<file path="src/rtl/adc_seq_pkg.sv">
// Shared definitions for the ADC sequencer.
//   ADC_DATA_W  : width of one conversion result
//   ADC_CH_W    : width of an ADC channel number
//   seq_state_t : sequencer FSM states
package adc_seq_pkg;

   localparam int unsigned ADC_DATA_W = 12;
   localparam int unsigned ADC_CH_W   = 5;

   typedef enum logic [1:0] {
      StIdle,
      StWaitTick,
      StSend,
      StWaitRsp
   } seq_state_t;

endpackage

</file>
<file path="src/rtl/adc_seq_accum.sv">
// Per-channel accumulator and averager.
// Ports:
//   clk_clk, reset_reset_n : clock, synchronous active-low reset
//   clear                  : discard the partial sum
//   add, sample            : add sample to the running sum
//   publish                : latch (sum incl. this cycle's add) >> AVG_LOG2, restart the sum
//   value                  : last published average
module adc_seq_accum
   import adc_seq_pkg::*;
#(
   parameter int unsigned AVG_LOG2 = 3
) (
   input  logic                  clk_clk,
   input  logic                  reset_reset_n,
   input  logic                  clear,
   input  logic                  add,
   input  logic [ADC_DATA_W-1:0] sample,
   input  logic                  publish,
   output logic [ADC_DATA_W-1:0] value
);

   // 2^AVG_LOG2 samples of ADC_DATA_W bits always fit in this width.
   localparam int unsigned AccW = ADC_DATA_W + AVG_LOG2;

   logic [AccW-1:0]       acc_q;
   logic [AccW-1:0]       acc_sum;
   logic [ADC_DATA_W-1:0] value_q;

   always_comb begin
      acc_sum = acc_q;
      if (add) begin
         acc_sum = acc_q + AccW'(sample);
      end
   end

   always_ff @(posedge clk_clk) begin
      if (!reset_reset_n) begin
         acc_q   <= '0;
         value_q <= '0;
      end else if (clear) begin
         acc_q <= '0;
      end else if (publish) begin
         // Top bits of the sum are the truncated average.
         value_q <= acc_sum[AccW-1 -: ADC_DATA_W];
         acc_q   <= '0;
      end else begin
         acc_q <= acc_sum;
      end
   end

   assign value = value_q;

endmodule

</file>
<file path="src/rtl/adc_sequencer.sv">
// Avalon-ST initiator that periodically converts two ADC channels, averages
// 2^AVG_LOG2 rounds per channel and publishes the averages.
// Ports:
//   clk_clk, reset_reset_n    : clock, synchronous active-low reset
//   enable, err_clear         : sequencing enable, clear sticky error flags
//   cmd_*                     : command source towards the ADC core
//   rsp_*                     : response sink from the ADC core (SOP/EOP unused)
//   value_a, value_b          : averaged results, value_update strobes on change
//   err_timeout/mismatch/overrun : sticky error flags
module adc_sequencer
   import adc_seq_pkg::*;
#(
   parameter logic [ADC_CH_W-1:0] CH_A          = 5'd1,
   parameter logic [ADC_CH_W-1:0] CH_B          = 5'd2,
   parameter int unsigned         SAMPLE_PERIOD = 50000,
   parameter int unsigned         AVG_LOG2      = 3,
   parameter int unsigned         RSP_TIMEOUT   = 1024
) (
   input  logic                  clk_clk,
   input  logic                  reset_reset_n,
   input  logic                  enable,
   input  logic                  err_clear,
   output logic                  cmd_valid,
   output logic [ADC_CH_W-1:0]   cmd_channel,
   output logic                  cmd_startofpacket,
   output logic                  cmd_endofpacket,
   input  logic                  cmd_ready,
   input  logic                  rsp_valid,
   input  logic [ADC_CH_W-1:0]   rsp_channel,
   input  logic [ADC_DATA_W-1:0] rsp_data,
   input  logic                  rsp_startofpacket,
   input  logic                  rsp_endofpacket,
   output logic [ADC_DATA_W-1:0] value_a,
   output logic [ADC_DATA_W-1:0] value_b,
   output logic                  value_update,
   output logic                  err_timeout,
   output logic                  err_mismatch,
   output logic                  err_overrun
);

   localparam int unsigned PerW      = $clog2(SAMPLE_PERIOD);
   localparam int unsigned ToW       = $clog2(RSP_TIMEOUT + 1);
   localparam logic [6:0]  RoundLast = 7'((1 << AVG_LOG2) - 1);

   seq_state_t      state_q;
   logic [PerW-1:0] per_cnt_q;
   logic [ToW-1:0]  to_cnt_q;
   logic [6:0]      round_cnt_q;
   logic            pending_q;
   logic            cur_b_q;

   logic                  tick;
   logic [ADC_CH_W-1:0]   cur_ch;
   logic                  in_rsp;
   logic                  rsp_match;
   logic                  rsp_wrong;
   logic                  rsp_expire;
   logic                  sample_done;
   logic                  round_done;
   logic                  publish;
   logic                  acc_clear;
   logic                  add_a;
   logic [ADC_DATA_W-1:0] sample;

   logic unused_rsp_framing;
   assign unused_rsp_framing = rsp_startofpacket ^ rsp_endofpacket;

   always_comb begin
      tick        = enable && (per_cnt_q == PerW'(SAMPLE_PERIOD - 1));
      cur_ch      = cur_b_q ? CH_B : CH_A;
      in_rsp      = (state_q == StWaitRsp);
      rsp_match   = in_rsp && rsp_valid && (rsp_channel == cur_ch);
      rsp_wrong   = in_rsp && rsp_valid && (rsp_channel != cur_ch);
      // A matching beat on the last allowed cycle still wins over the timeout.
      rsp_expire  = in_rsp && !rsp_match && (to_cnt_q == ToW'(RSP_TIMEOUT - 1));
      sample_done = rsp_match || rsp_expire;
      round_done  = sample_done && cur_b_q;
      publish     = round_done && (round_cnt_q == RoundLast);
      add_a       = sample_done && !cur_b_q;
      acc_clear   = (state_q == StIdle);
      // On timeout the previously published value stands in for the lost sample.
      sample      = rsp_match ? rsp_data : (cur_b_q ? value_b : value_a);
   end

   always_ff @(posedge clk_clk) begin
      if (!reset_reset_n) begin
         state_q           <= StIdle;
         per_cnt_q         <= '0;
         to_cnt_q          <= '0;
         round_cnt_q       <= '0;
         pending_q         <= 1'b0;
         cur_b_q           <= 1'b0;
         cmd_valid         <= 1'b0;
         cmd_channel       <= CH_A;
         cmd_startofpacket <= 1'b0;
         cmd_endofpacket   <= 1'b0;
         value_update      <= 1'b0;
         err_timeout       <= 1'b0;
         err_mismatch      <= 1'b0;
         err_overrun       <= 1'b0;
      end else begin
         // Period counter restarts whenever enable is low.
         if (!enable || tick) begin
            per_cnt_q <= '0;
         end else begin
            per_cnt_q <= per_cnt_q + 1'b1;
         end

         value_update <= publish;

         // Sticky flags: a new event wins over err_clear.
         if (tick && (pending_q || (state_q != StWaitTick))) begin
            err_overrun <= 1'b1;
         end else if (err_clear) begin
            err_overrun <= 1'b0;
         end
         if (rsp_wrong) begin
            err_mismatch <= 1'b1;
         end else if (err_clear) begin
            err_mismatch <= 1'b0;
         end
         if (rsp_expire) begin
            err_timeout <= 1'b1;
         end else if (err_clear) begin
            err_timeout <= 1'b0;
         end

         // Ticks arriving while busy are held, at most one deep.
         if (state_q != StWaitTick) begin
            pending_q <= pending_q | tick;
         end

         unique case (state_q)
            StIdle: begin
               pending_q   <= 1'b0;
               round_cnt_q <= '0;
               cur_b_q     <= 1'b0;
               if (enable) begin
                  state_q <= StWaitTick;
               end
            end
            StWaitTick: begin
               if (!enable) begin
                  state_q <= StIdle;
               end else if (tick || pending_q) begin
                  // If both are present one is consumed and the other stays pending.
                  pending_q         <= pending_q & tick;
                  state_q           <= StSend;
                  cur_b_q           <= 1'b0;
                  cmd_valid         <= 1'b1;
                  cmd_channel       <= CH_A;
                  cmd_startofpacket <= 1'b1;
                  cmd_endofpacket   <= 1'b1;
               end
            end
            StSend: begin
               if (cmd_ready) begin
                  cmd_valid         <= 1'b0;
                  cmd_startofpacket <= 1'b0;
                  cmd_endofpacket   <= 1'b0;
                  to_cnt_q          <= '0;
                  state_q           <= StWaitRsp;
               end
            end
            StWaitRsp: begin
               if (sample_done) begin
                  if (!cur_b_q) begin
                     cur_b_q           <= 1'b1;
                     state_q           <= StSend;
                     cmd_valid         <= 1'b1;
                     cmd_channel       <= CH_B;
                     cmd_startofpacket <= 1'b1;
                     cmd_endofpacket   <= 1'b1;
                  end else begin
                     round_cnt_q <= publish ? 7'd0 : round_cnt_q + 7'd1;
                     state_q     <= enable ? StWaitTick : StIdle;
                  end
               end else begin
                  to_cnt_q <= to_cnt_q + 1'b1;
               end
            end
            default: state_q <= StIdle;
         endcase
      end
   end

   adc_seq_accum #(
      .AVG_LOG2(AVG_LOG2)
   ) u_accum_a (
      .clk_clk      (clk_clk),
      .reset_reset_n(reset_reset_n),
      .clear        (acc_clear),
      .add          (add_a),
      .sample       (sample),
      .publish      (publish),
      .value        (value_a)
   );

   adc_seq_accum #(
      .AVG_LOG2(AVG_LOG2)
   ) u_accum_b (
      .clk_clk      (clk_clk),
      .reset_reset_n(reset_reset_n),
      .clear        (acc_clear),
      .add          (round_done),
      .sample       (sample),
      .publish      (publish),
      .value        (value_b)
   );

endmodule

</file>
<file path="config.mk">
export PLATFORM = sky130hd
export DESIGN_NAME = adc_sequencer
export DESIGN_NICKNAME = d
export VERILOG_FILES = /design/src/rtl/adc_seq_pkg.sv /design/src/rtl/adc_seq_accum.sv /design/src/rtl/adc_sequencer.sv
export SDC_FILE = /design/constraint.sdc
export NUM_CORES = 1
export LEC_CHECK = 0
export BUFFER_PORTS_ARGS = -buffer_cell sky130_fd_sc_hd__buf_4
export CAP_MARGIN = 20
export CORE_UTILIZATION = 54
export CTS_CLUSTER_SIZE = 12
export DETAILED_ROUTE_END_ITERATION = 8
export GPL_ROUTABILITY_DRIVEN = 0
export GPL_TIMING_DRIVEN = 1
export PLACE_DENSITY = 0.77
export SLEW_MARGIN = 40
export SYNTH_ARGS = -nofsm -noshare
export SYNTH_HDL_FRONTEND = slang
export SYNTH_SLANG_ARGS = --single-unit
</file>
<file path="constraint.sdc">
create_clock -name clk_clk -period 4.1 [get_ports clk_clk]
set_input_delay 0.615 -clock clk_clk [delete_from_list [all_inputs] [get_ports clk_clk]]
set_output_delay 0.615 -clock clk_clk [all_outputs]
set_load 0.005 [all_outputs]
</file>
==> summary.txt, run 1 <==
Worst hold path
  – Hold Path Depth: 1
  – Hold Crit Class: flop to flop
  – Hold Path Origin: per_cnt_q[0]
  – Hold EP: per_cnt_q[0]

Detailed routing
  – Antenna-violating nets left: 0
  – Final WL: 14,700 um
  – DRC Markers: 0
  – DR vias: 5,358
  – First-pass detailed-route iteration total: 5
  – DR WL/cell: 16.1 um
  – DR iter-0 viols: 365
  – Vias/cell: 5.85

Timing
  – Fin Setup TNS: 0 ns
  – Tcrit/Tclk final: 92.2%
  – Final count of negative-setup-slack endpoints: 0
  – Fmax: 264 MHz
  – Max-slew violation count: 0
  – Setup WS post-layout: 0.318 ns
  – RSZ-0062 raised after global routing: no
  – Hold Vio Cnt, Final: 0
  – Rel. slew slack: 48.5%
  – Skew final: 0.00878 ns
  – Crit path time final: 3.78 ns
  – Worst Max-Slew Pin Slew: 0.772 ns

Power
  – Pwr/cell area: 263 nW/um^2
  – Leakage: 2.76 nW
  – Overall Power: 1.77 mW
  – Max IR drop VDD: 271 uV

Setup path
  – Worst-path cell chain: or3b_4 > a2111oi_2 > buf_4 > nand3_1 > buf_4 > a21oi_2 > ha_1 > inv_1 > fa_1 > nor2b_1 > o31a_1 > o21ai_0 > buf_4 > a211oi_1 > xnor2_1 > nor2_1
  – CP endpoint kind: flop
  – WS Path Type: flop to flop
  – CP Launch Type: flop
  – R2r setup slk: 0.32 ns
  – Critical path arrival: 4.06 ns
  – Most used cell, CP: buf_4
  – Critical-path top delay cell: or3b_4
  – R2r startpoint: cur_b_q
  – Worst-case reg-to-reg path depth: 16
  – Crit-path max cell delay: 0.41 ns
  – Worst Path Required: 4.38 ns
  – Reg-to-Reg End: u_accum_b.acc_q[12]
  – Max FO, Critical Path: 15

Yosys
  – Most used flip-flop cell after synthesis: dfxtp_1
  – FF+latch count, synth: 99
  – Post-synth cell types: 72
  – Post-synthesis cell count: 686
  – Mean area per synthesized cell: 8.32 um^2
  – Post-synth EDFFs: 0
  – Synth warn: 0
  – Sequential fraction of the synthesis area: 34.7%
  – Most frequent cell after synthesis: dfxtp_1
  – Area contributors post-synth: dfxtp_1 35%, ha_1 7.7%, nor2_1 6.0%
  – Synth area leader: dfxtp_1
  – FFs w/ async S/R, synth: 0%
  – Netlist area before placement: 5710 um^2
  – Top post-synthesis cells by count: 99 x dfxtp_1, 91 x nor2_1, 65 x a21oi_1
  – Synth top area share: 34.7%

Global routing
  – Vias in the first global route: 5,004
  – Tot GR Track Use: 27.5%
  – First-pass GRT wire length: 24,100 um
  – Largest net degree at the start of global routing: 32
  – Initial antenna violation count: 0
  – Gr ovfl total: 0

Clocking
  – CTS tree: built
  – Post_cts resized: 0
  – Clock latency on the worst-skew pair: 0.39 ns
  – H-tree levels: 3
  – Clk slew on worst S/H paths: 0.10 ns
  – Clock Path Buffers: 2
  – Post-CTS Setup Repair Bufs: 0
  – Root buffer cell: clkbuf_8
  – Post-CTS Hold Fix Bufs: 0
  – Clock sinks: 99
  – Total CTS buffers: 9

Place
  – Post-DP HPWL: 10,900 um
  – DP Worst Slack: -0.172 ns
  – IO buf count: 55

Floorplan
  – Die footprint: 11,000 um^2
  – Initial Util: 55.5%
  – Chip height: 105 um
  – Die W: 105 um
  – Core area: 10,300 um^2
  – Core Rows: 37
  – # IOs: 61

Flow run
  – Max_cap viols: 0

Layout
  – Layout area overhead: 18.3%
  – Final Util: 65.7%
  – Layout Nets: 837
  – Share of cells above drive strength 1: 18.3%
  – ANT cells: 0

Run status
  – Outcome: finished, final reports clean
placed cells by master (no fill, tap or decap), types with 5 or more instances in the layout:
master      n
and2_1      7
clkbuf_8   10
nand4_1    10
nor3_1     12
ha_1       35
xnor2_1    18
o21ai_0    17
inv_1      22
dfxtp_1    99
mux2i_1    17
and3_1     13
xor2_1     21
a21o_1      6
nand3_1    34
nor2b_1     6
o211ai_1    6
a31oi_1     5
o21a_1     10
nor2_1     91
nand2b_1    5
a211oi_1   17
or3_1       5
buf_4     103
nand2_1    62
a21oi_1    64
worst max-delay path by stage:
stage                                      to  cells past startpoint           start  slack [ns]
final                     u_accum_b.acc_q[12]                     16         cur_b_q        0.32
after global routing      u_accum_b.value[11]                     15         cur_b_q        0.02
after CTS                 u_accum_b.value[11]                     15         cur_b_q        0.13
after detailed placement  u_accum_b.value[11]                     16  rsp_channel[1]       -0.17
after global placement    u_accum_b.value[11]                     16  rsp_channel[1]       -0.09
after floorplan           u_accum_b.value[11]                     14  rsp_channel[1]        0.06
cell type report:
type | count | area [um^2]
Sequential cell | 99 | 1980
Timing Repair Buffer | 103 | 773
Clock inverter | 6 | 71.3
Inverter | 23 | 86.3
Fill cell | 866 | 3530
Clock buffer | 10 | 138
Multi-Input combinational cell | 539 | 3530
Tap cell | 136 | 170
routing by layer:
layer | GRT usage (%) | share of wire [%] | up-vias | wire length (um)
li1 | - | - | 2631 | -
met1 | 34.7 | 44 | 2552 | 6440
met2 | 46.8 | 49 | 153 | 7280
met3 | 5.68 | 5.1 | 22 | 751
met4 | 9.05 | 1.8 | 0 | 267
met5 | 0 | 0 | - | 0
cells by family after synthesis:
logic type                 after synthesis  synth area share, %
and+or+nand+nor                        274                 23.9
AOI/OAI and AO/OA                      168                 19.8
DFF                                     99                 34.7
buffers and inverters                   50                 3.88
xor gates and xnor gates                39                 5.99
adders and majority gates               37                 8.38
muxes                                   18                 3.18
other                                    1               0.0657
metrics by stage:
step / hold WS (ns) / cells / area (um^2)
final: 0.454 / 916 / 6750
after global placement: 0.428 / 900 / 6520
after detailed placement: 0.442 / 900 / 6520
after global routing: 0.475 / 916 / 6750
after floorplan: 0.418 / 688 / 5710
after CTS: 0.458 / 916 / 6730
registers in the layout (all words and copies together) (netlist names), 2 cells and up:
register and flops:
per_cnt_q 16, cmd_channel 2, round_cnt_q 7, to_cnt_q 11, u_accum_a.value 12, state_q 2
u_accum_a.acc_q 15, u_accum_b.value 12, u_accum_b.acc_q 15
report_power, final:
part           switching [mW]  total (mW)  internal, mW  leakage, nW
Sequential            0.00578       0.973         0.967        0.798
Clock                   0.362       0.666         0.304       0.0995
Combinational          0.0800       0.133        0.0528         1.87
Total                   0.448        1.77          1.32         2.76
worst max-delay path, delay by kind of cell (launching register included):
kind                       cells  cell delay (ns)
AOI/OAI and AO/OA              5             1.19
and+or+nand+nor                4             0.71
buffers and inverters          4             0.63
adders and majority gates      2             0.60
DFF                            1             0.36
xor gates and xnor gates       1             0.17
Note: power is estimated with default switching activity, not from simulation.
==> run 2: changes to the inputs <==
--- a/config.mk
+++ b/config.mk
@@ -15,2 +15,3 @@
 export PLACE_DENSITY = 0.77
+export REMOVE_ABC_BUFFERS = 1
 export SLEW_MARGIN = 40
==> constraint.sdc (replaced) <==
create_clock -name clk_clk -period 4.1 [get_ports clk_clk]
set_input_delay 0.205 -clock clk_clk [delete_from_list [all_inputs] [get_ports clk_clk]]
set_output_delay 0.205 -clock clk_clk [all_outputs]
set_load 0.005 [all_outputs]
==> run 2 against run 1 <==
  * Largest power group unchanged
  * Combinational power barely moved
  * Critical path depth fell by 3
  * Highest routed layer unchanged
  * The run now ends with DRC left
  * Fmax fell by 0.87%
  * Worst setup slack got worse by 0.033 ns
==> summary.txt, run 2 (synthesis gave the netlist of run 1 again) <==
Timing
  – Worst Max-Slew Pin Slew: 0.752 ns (was 0.772 ns)
  – RSZ-0062 raised after global routing: no (unchanged)
  – Crit path time final: 3.82 ns (was 3.78 ns)
  – Hold WS: 0.108 ns (was 0.454 ns)
  – Setup WS post-layout: 0.285 ns (was 0.318 ns)
  – Tcrit/Tclk final: 93.1% (was 92.2%)
  – Rel. slew slack: 49.9% (was 48.5%)
  – Final count of negative-setup-slack endpoints: 0 (unchanged)
  – Fmax: 262 MHz (was 264 MHz)
  – Max-slew violation count: 0 (unchanged)
  – Fin Setup TNS: 0 ns (unchanged)
  – Skew final: 0.0140 ns (was 0.00878 ns)
  – Hold Vio Cnt, Final: 0 (unchanged)

Layout
  – Reg with most FFs: per_cnt_q (unchanged)
  – Layout fillers: 869 (was 866)
  – ANT cells: 0 (unchanged)
  – Post-Layout Cell Count: 878 (was 916)
  – Layout Nets: 799 (was 837)
  – Biggest regs: per_cnt_q x16, u_accum_a.acc_q x15, u_accum_b.acc_q x15 (unchanged)
  – Most common cell after layout, fill and taps aside: dfxtp_1 (was buf_4)
  – Most frequent cells in the layout: 99 x dfxtp_1, 91 x nor2_1, 65 x buf_4 (was 103 x buf_4, 99 x dfxtp_1, 91 x nor2_1)
  – Max FFs per register: 16 (unchanged)
  – Share of cells above drive strength 1: 14.8% (was 18.3%)
  – Layout area overhead: 13.8% (was 18.3%)
  – Final cell area excluding filler cells: 6490 um^2 (was 6750 um^2)

Clocking
  – CTS tree: built (unchanged)
  – Post-CTS Hold Fix Bufs: 0 (unchanged)
  – Root buffer cell: clkbuf_8 (unchanged)
  – Clock sinks: 99 (unchanged)
  – Clock latency on the worst-skew pair: 0.39 ns (about the same)
  – H-tree levels: 3 (unchanged)
  – Total CTS buffers: 9 (unchanged)
  – Clock Path Buffers: 2 (unchanged)
  – Clk slew on worst S/H paths: 0.09 ns (was 0.10 ns)

Global routing
  – Initial antenna violation count: 0 (unchanged)
  – Vias in the first global route: 4,942 (was 5,004)
  – First-pass GRT wire length: 23,700 um (was 24,100 um)
  – Tot GR Track Use: 26.9% (was 27.5%)
  – Largest net degree at the start of global routing: 30 (was 32)
  – Gr ovfl total: 0 (unchanged)

Setup path
  – Max FO, Critical Path: 20 (was 15)
  – Critical-path top delay cell: or3b_4 (unchanged)
  – Critical path arrival: 4.11 ns (was 4.06 ns)
  – Worst-case reg-to-reg path depth: 13 (was 16)
  – Most used cell, CP: buf_4 (unchanged)
  – Worst-path cell chain: or3b_4 > a2111oi_0 > buf_4 > nand3_2 > buf_4 > a21oi_1 > ha_2 > o21a_1 > o31a_1 > o21ai_1 > a2111oi_4 > xnor2_1 > a211oi_1 (was or3b_4 > a2111oi_2 > buf_4 > nand3_1 > buf_4 > a21oi_2 > ha_1 > inv_1 > fa_1 > nor2b_1 > o31a_1 > o21ai_0 > buf_4 > a211oi_1 > xnor2_1 > nor2_1)
  – CP endpoint kind: flop (unchanged)
  – CP Launch Type: flop (unchanged)
  – WS Path Type: flop to flop (unchanged)
  – Crit-path max cell delay: 0.41 ns (about the same)
  – Worst Path Required: 4.39 ns (was 4.38 ns)

Power
  – Int Pwr: 1.34 mW (was 1.32 mW)
  – Seq pwr share: 54.8% (was 54.9%)
  – Switching power: 0.436 mW (was 0.448 mW)
  – Pwr/cell area: 274 nW/um^2 (was 263 nW/um^2)
  – Leakage: 2.58 nW (was 2.76 nW)
  – Switching share of power: 24.5% (was 25.3%)
  – Max IR drop VDD: 207 uV (was 271 uV)
  – Comb pwr share: 7.5% (about the same)
  – Clk network pwr share: 37.7% (was 37.6%)

Floorplan
  – Core area: 10,300 um^2 (unchanged)
  – Core Rows: 37 (unchanged)
  – Initial Util: 55.5% (unchanged)
  – Chip height: 105 um (unchanged)
  – Die footprint: 11,000 um^2 (unchanged)
  – # IOs: 61 (unchanged)
  – Die W: 105 um (unchanged)

Detailed routing
  – First-pass detailed-route iteration total: 7 (was 5)
  – DRC Markers: 2 (was 0)
  – DR vias: 5,247 (was 5,358)
  – Antenna-violating nets left: 0 (unchanged)
  – Vias/cell: 5.98 (was 5.85)
  – DR iter-0 viols: 282 (was 365)
  – DR WL/cell: 16.1 um (about the same)
  – Final WL: 14,200 um (was 14,700 um)

Worst hold path
  – Hold Path Depth: 4 (was 1)
  – Hold Crit Class: primary input to flop (was flop to flop)

Flow run
  – Max_cap viols: 0 (unchanged)

Place
  – IO buf count: 55 (unchanged)
  – DP Worst Slack: 0.0896 ns (was -0.172 ns)
  – Placed cells: 862 (was 900)
  – Placed cell area: 6240 um^2 (was 6520 um^2)
  – Post-DP HPWL: 10,200 um (was 10,900 um)

Run status
  – Violated checks: DRC
  – Outcome: finished with violations (was finished, final reports clean)
[run 2: power by group through the flow]
stage               sequential, mW  combinational, mW  clock (mW)
floorplan                    0.995             0.0740           0
global placement             0.995              0.129           0
detailed placement           0.996              0.132           0
CTS                          0.973              0.133       0.682
global route                 0.975              0.146       0.719
finish                       0.973              0.134       0.669
[run 2: final cells by class]
type	count	area, um^2	share of cell area [%]
clock inverters	4	56.3	0.867
multi-input cells	539	3550	54.8
repair buffers	65	488	7.52
inverters	23	86.3	1.33
well taps	136	170	2.62
clock buffers	12	155	2.39
flip-flops and latches	99	1980	30.5
[run 2: worst max-delay path, delay by kind of cell (launching register included)]
| kind | cells | cell delay, ns |
|---|---|---|
| AO/OA/AOI/OAI | 7 | 1.79 |
| adder cells (fa/ha/maj) | 1 | 0.38 |
| XOR/XNOR | 1 | 0.16 |
| flip-flops | 1 | 0.33 |
| buffers and inverters | 2 | 0.47 |
| AND/OR/NAND/NOR | 2 | 0.59 |
[run 2: what timing repair did]
action | CTS | global route
setup endpoints to repair | 0 | 10
gates resized for setup | 0 | 10
setup buffers | 0 | 0
[run 2: metrics by stage]
step / power (mW) / util [%]
after CTS: 1.79 / 62.7
after global placement: 1.12 / 60.7
after floorplan: 1.07 / -
after global routing: 1.84 / 63.2
after detailed placement: 1.13 / 60.7
final: 1.78 / 63.2
[run 2: path summary, 6_finish.rpt]
check | startpoint | to | slack, ns
hold / removal | err_clear | err_timeout | 0.11
setup reg to reg | cur_b_q | u_accum_b.value[11] | 0.28
setup / recovery | cur_b_q | u_accum_b.value[11] | 0.28
hold reg to reg | per_cnt_q[0] | per_cnt_q[0] | 0.45
[run 2: routing by layer]
layer	track usage, %	share of wire, %	wire length, um	up-vias
li1	-	-	-	2555
met1	34.0	43	6120	2515
met2	45.4	49	6880	155
met3	5.43	6.2	885	22
met4	9.15	2.1	295	0
met5	0	0	0	-
==> run 3: changes to the inputs <==
- PLACE_DENSITY: 0.77 -> unset
- PLACE_DENSITY_LB_ADDON: unset -> 0.25
- clock period: 4.1 -> 3.3 ns (I/O delays scaled with it)
==> run 3 against run 2 <==
  * The flow finishes with violations (setup timing)
  * Sequential share of layout area fell by 5.8 points
  * First-iteration DRC count up 110%
  * Global-route usage up 5.6 points
  * Clock skew is essentially flat
  * Highest routed layer unchanged
==> summary.txt, run 3 (synthesis gave the netlist of run 1 again) <==
Detailed routing
  – M1 wire length: 7840 um (was 6120 um)
  – Antenna-violating nets left: 0 (unchanged)
  – First-pass detailed-route iteration total: 6 (was 7)
  – Vias/cell: 6.42 (was 5.98)
  – Top Metal Used: met4 (unchanged)
  – DR iter-0 viols: 594 (was 282)
  – Met2 routed WL: 9670 um (was 6880 um)
  – DRC Markers: 0 (was 2)
  – Met3 wire length: 1690 um (was 885 um)
  – Final WL: 20,500 um (was 14,200 um)
  – DR WL/cell: 21.1 um (was 16.1 um)
  – DR vias: 6,223 (was 5,247)

Floorplan
  – Initial Util: 55.5% (unchanged)
  – Core Rows: 37 (unchanged)
  – Core area: 10,300 um^2 (unchanged)
  – Die W: 105 um (unchanged)
  – Die footprint: 11,000 um^2 (unchanged)
  – # IOs: 61 (unchanged)
  – Chip height: 105 um (unchanged)

Clocking
  – Clk slew on worst S/H paths: 0.11 ns (was 0.09 ns)
  – Total CTS buffers: 9 (unchanged)
  – Root buffer cell: clkbuf_8 (unchanged)
  – Post-CTS Hold Fix Bufs: 0 (unchanged)
  – Clock Path Buffers: 2 (unchanged)
  – Clock sinks: 99 (unchanged)
  – Clock latency on the worst-skew pair: 0.41 ns (was 0.39 ns)
  – CTS tree: built (unchanged)
  – H-tree levels: 3 (unchanged)

Setup path
  – WS Path Type: flop to flop (unchanged)
  – Worst-case reg-to-reg path depth: 15 (was 13)
  – R2r setup slk: -0.35 ns (was 0.28 ns)
  – CP Launch Point: cur_b_q (unchanged)
  – Crit-path max cell delay: 0.39 ns (was 0.41 ns)
  – Critical-path top delay cell: or3b_4 (unchanged)
  – Critical path arrival: 3.92 ns (was 4.11 ns)
  – Reg-to-Reg End: u_accum_a.value[11] (was u_accum_b.value[11])
  – Crit path to: u_accum_a.value[11] (was u_accum_b.value[11])
  – Worst Path Required: 3.57 ns (was 4.39 ns)
  – Max FO, Critical Path: 6 (was 20)
  – Worst-path cell chain: or3b_4 > a2111oi_4 > buf_4 > nand3_4 > a21oi_4 > buf_6 > ha_4 > inv_2 > fa_2 > nor2b_4 > o31a_1 > o211ai_1 > a211oi_2 > xnor2_2 > a211oi_2 (was or3b_4 > a2111oi_0 > buf_4 > nand3_2 > buf_4 > a21oi_1 > ha_2 > o21a_1 > o31a_1 > o21ai_1 > a2111oi_4 > xnor2_1 > a211oi_1)
  – Most used cell, CP: a211oi_2 (was buf_4)
  – CP endpoint kind: flop (unchanged)
  – CP Launch Type: flop (unchanged)
  – R2r startpoint: cur_b_q (unchanged)

Layout
  – Reg area: 1980 um^2 (about the same)
  – Most common cell after layout, fill and taps aside: buf_4 (was dfxtp_1)
  – Most frequent cells in the layout: 141 x buf_4, 98 x dfxtp_1, 80 x nor2_1 (was 99 x dfxtp_1, 91 x nor2_1, 65 x buf_4)
  – Reg with most FFs: per_cnt_q (unchanged)
  – Layout area overhead: 40.7% (was 13.8%)
  – Area of the multi-input gates: 4340 um^2 (was 3550 um^2)
  – Layout fillers: 623 (was 869)
  – Max FFs per register: 16 (unchanged)
  – Post-Layout Cell Count: 969 (was 878)
  – ANT cells: 0 (unchanged)
  – Final Util: 78.1% (was 63.2%)
  – Share of cells above drive strength 1: 36.0% (was 14.8%)
  – Biggest regs: per_cnt_q x16, u_accum_a.acc_q x15, u_accum_b.acc_q x15 (unchanged)
  – Layout Nets: 891 (was 799)

Timing
  – Fmax: 274 MHz (was 262 MHz)
  – Worst Max-Slew Pin Slew: 1.01 ns (was 0.752 ns)
  – Crit path time final: 3.65 ns (was 3.82 ns)
  – Tcrit/Tclk final: 111% (was 93.1%)
  – Hold Vio Cnt, Final: 0 (unchanged)
  – Rel. slew slack: 32.6% (was 49.9%)
  – Max-slew violation count: 0 (unchanged)
  – RSZ-0062 raised after global routing: yes (was no)
  – Setup WS post-layout: -0.347 ns (was 0.285 ns)
  – Skew final: 0.0136 ns (was 0.0140 ns)
  – Final count of negative-setup-slack endpoints: 39 (was 0)

Global routing
  – Gr ovfl total: 0 (unchanged)
  – Vias in the first global route: 5,746 (was 4,942)
  – First-pass GRT wire length: 28,200 um (was 23,700 um)
  – Initial antenna violation count: 0 (unchanged)
  – Largest net degree at the start of global routing: 32 (was 30)
  – Tot GR Track Use: 32.5% (was 26.9%)

Run status
  – Outcome: finished with violations (unchanged)
  – Violated checks: setup timing (was DRC)

Power
  – Max IR drop VDD: 338 uV (was 207 uV)
  – Pwr/cell area: 278 nW/um^2 (was 274 nW/um^2)
  – Leakage: 3.09 nW (was 2.58 nW)

Place
  – Placed cells: 922 (was 862)
  – IO buf count: 55 (unchanged)
  – Post-DP HPWL: 11,100 um (was 10,200 um)

Worst hold path
  – Hold Path Origin: err_clear (unchanged)
  – Hold Crit Class: primary input to flop (unchanged)

Flow run
  – Max_cap viols: 0 (unchanged)
run 3: report_power, final:
group | internal [mW] | total [mW] | switching [mW]
Combinational | 0.0680 | 0.189 | 0.121
Clock | 0.355 | 0.835 | 0.480
Sequential | 1.20 | 1.21 | 0.00840
Total | 1.62 | 2.23 | 0.609
run 3: area by class of cell:
type	count	area share, %
clock buffers	9	1.54
clock inverters	6	0.920
inverters	23	1.08
multi-input cells	539	54.1
flip-flops and latches	99	24.7
well taps	136	2.12
repair buffers	157	15.6
run 3: timing repair:
item | 4_1_cts | 5_1_grt
resized for setup | 89 | 87
pin swaps | 44 | 46
setup endpoints to repair | 39 | 37
setup buffers | 17 | 18
cloned | 1 | 0
run 3: worst min-delay path by stage:
stage	end	depth (start not counted)
2_1_floorplan	cmd_channel[0]	1
3_3_place_gp	per_cnt_q[0]	1
3_5_place_dp	err_timeout	2
4_1_cts	err_timeout	4
5_1_grt	err_timeout	4
6_report	err_timeout	4
run 3: worst max-delay path: cells and delay by family, from the launching register on:
family	cells	cell delay, ns
buf+inv	3	0.36
compound gates	6	1.42
simple gates	3	0.71
flops	1	0.33
xor+xnor	1	0.17
fa+ha+maj	2	0.52
run 3: metrics by stage:
stage	instance area, um^2	TNS [ns]	hold WS, ns	power, mW	worst slack, ns
final	8030	-8.29	0.0324	2.23	-0.347
after global routing	8030	-11.31	0.0495	2.29	-0.446
after CTS	7450	-1.16	0.0362	2.21	-0.167
after detailed placement	6690	-13.19	0.452	1.41	-0.638
after global placement	6690	-8.97	0.430	1.40	-0.485
after floorplan	5580	-23.31	0.273	1.33	-0.962
run 3: layer usage:
metal | up-vias | track usage [%]
met5 | - | 0
met1 | 2976 | 39.2
met2 | 378 | 55.0
met3 | 136 | 7.42
li1 | 2733 | -
met4 | 0 | 14.5
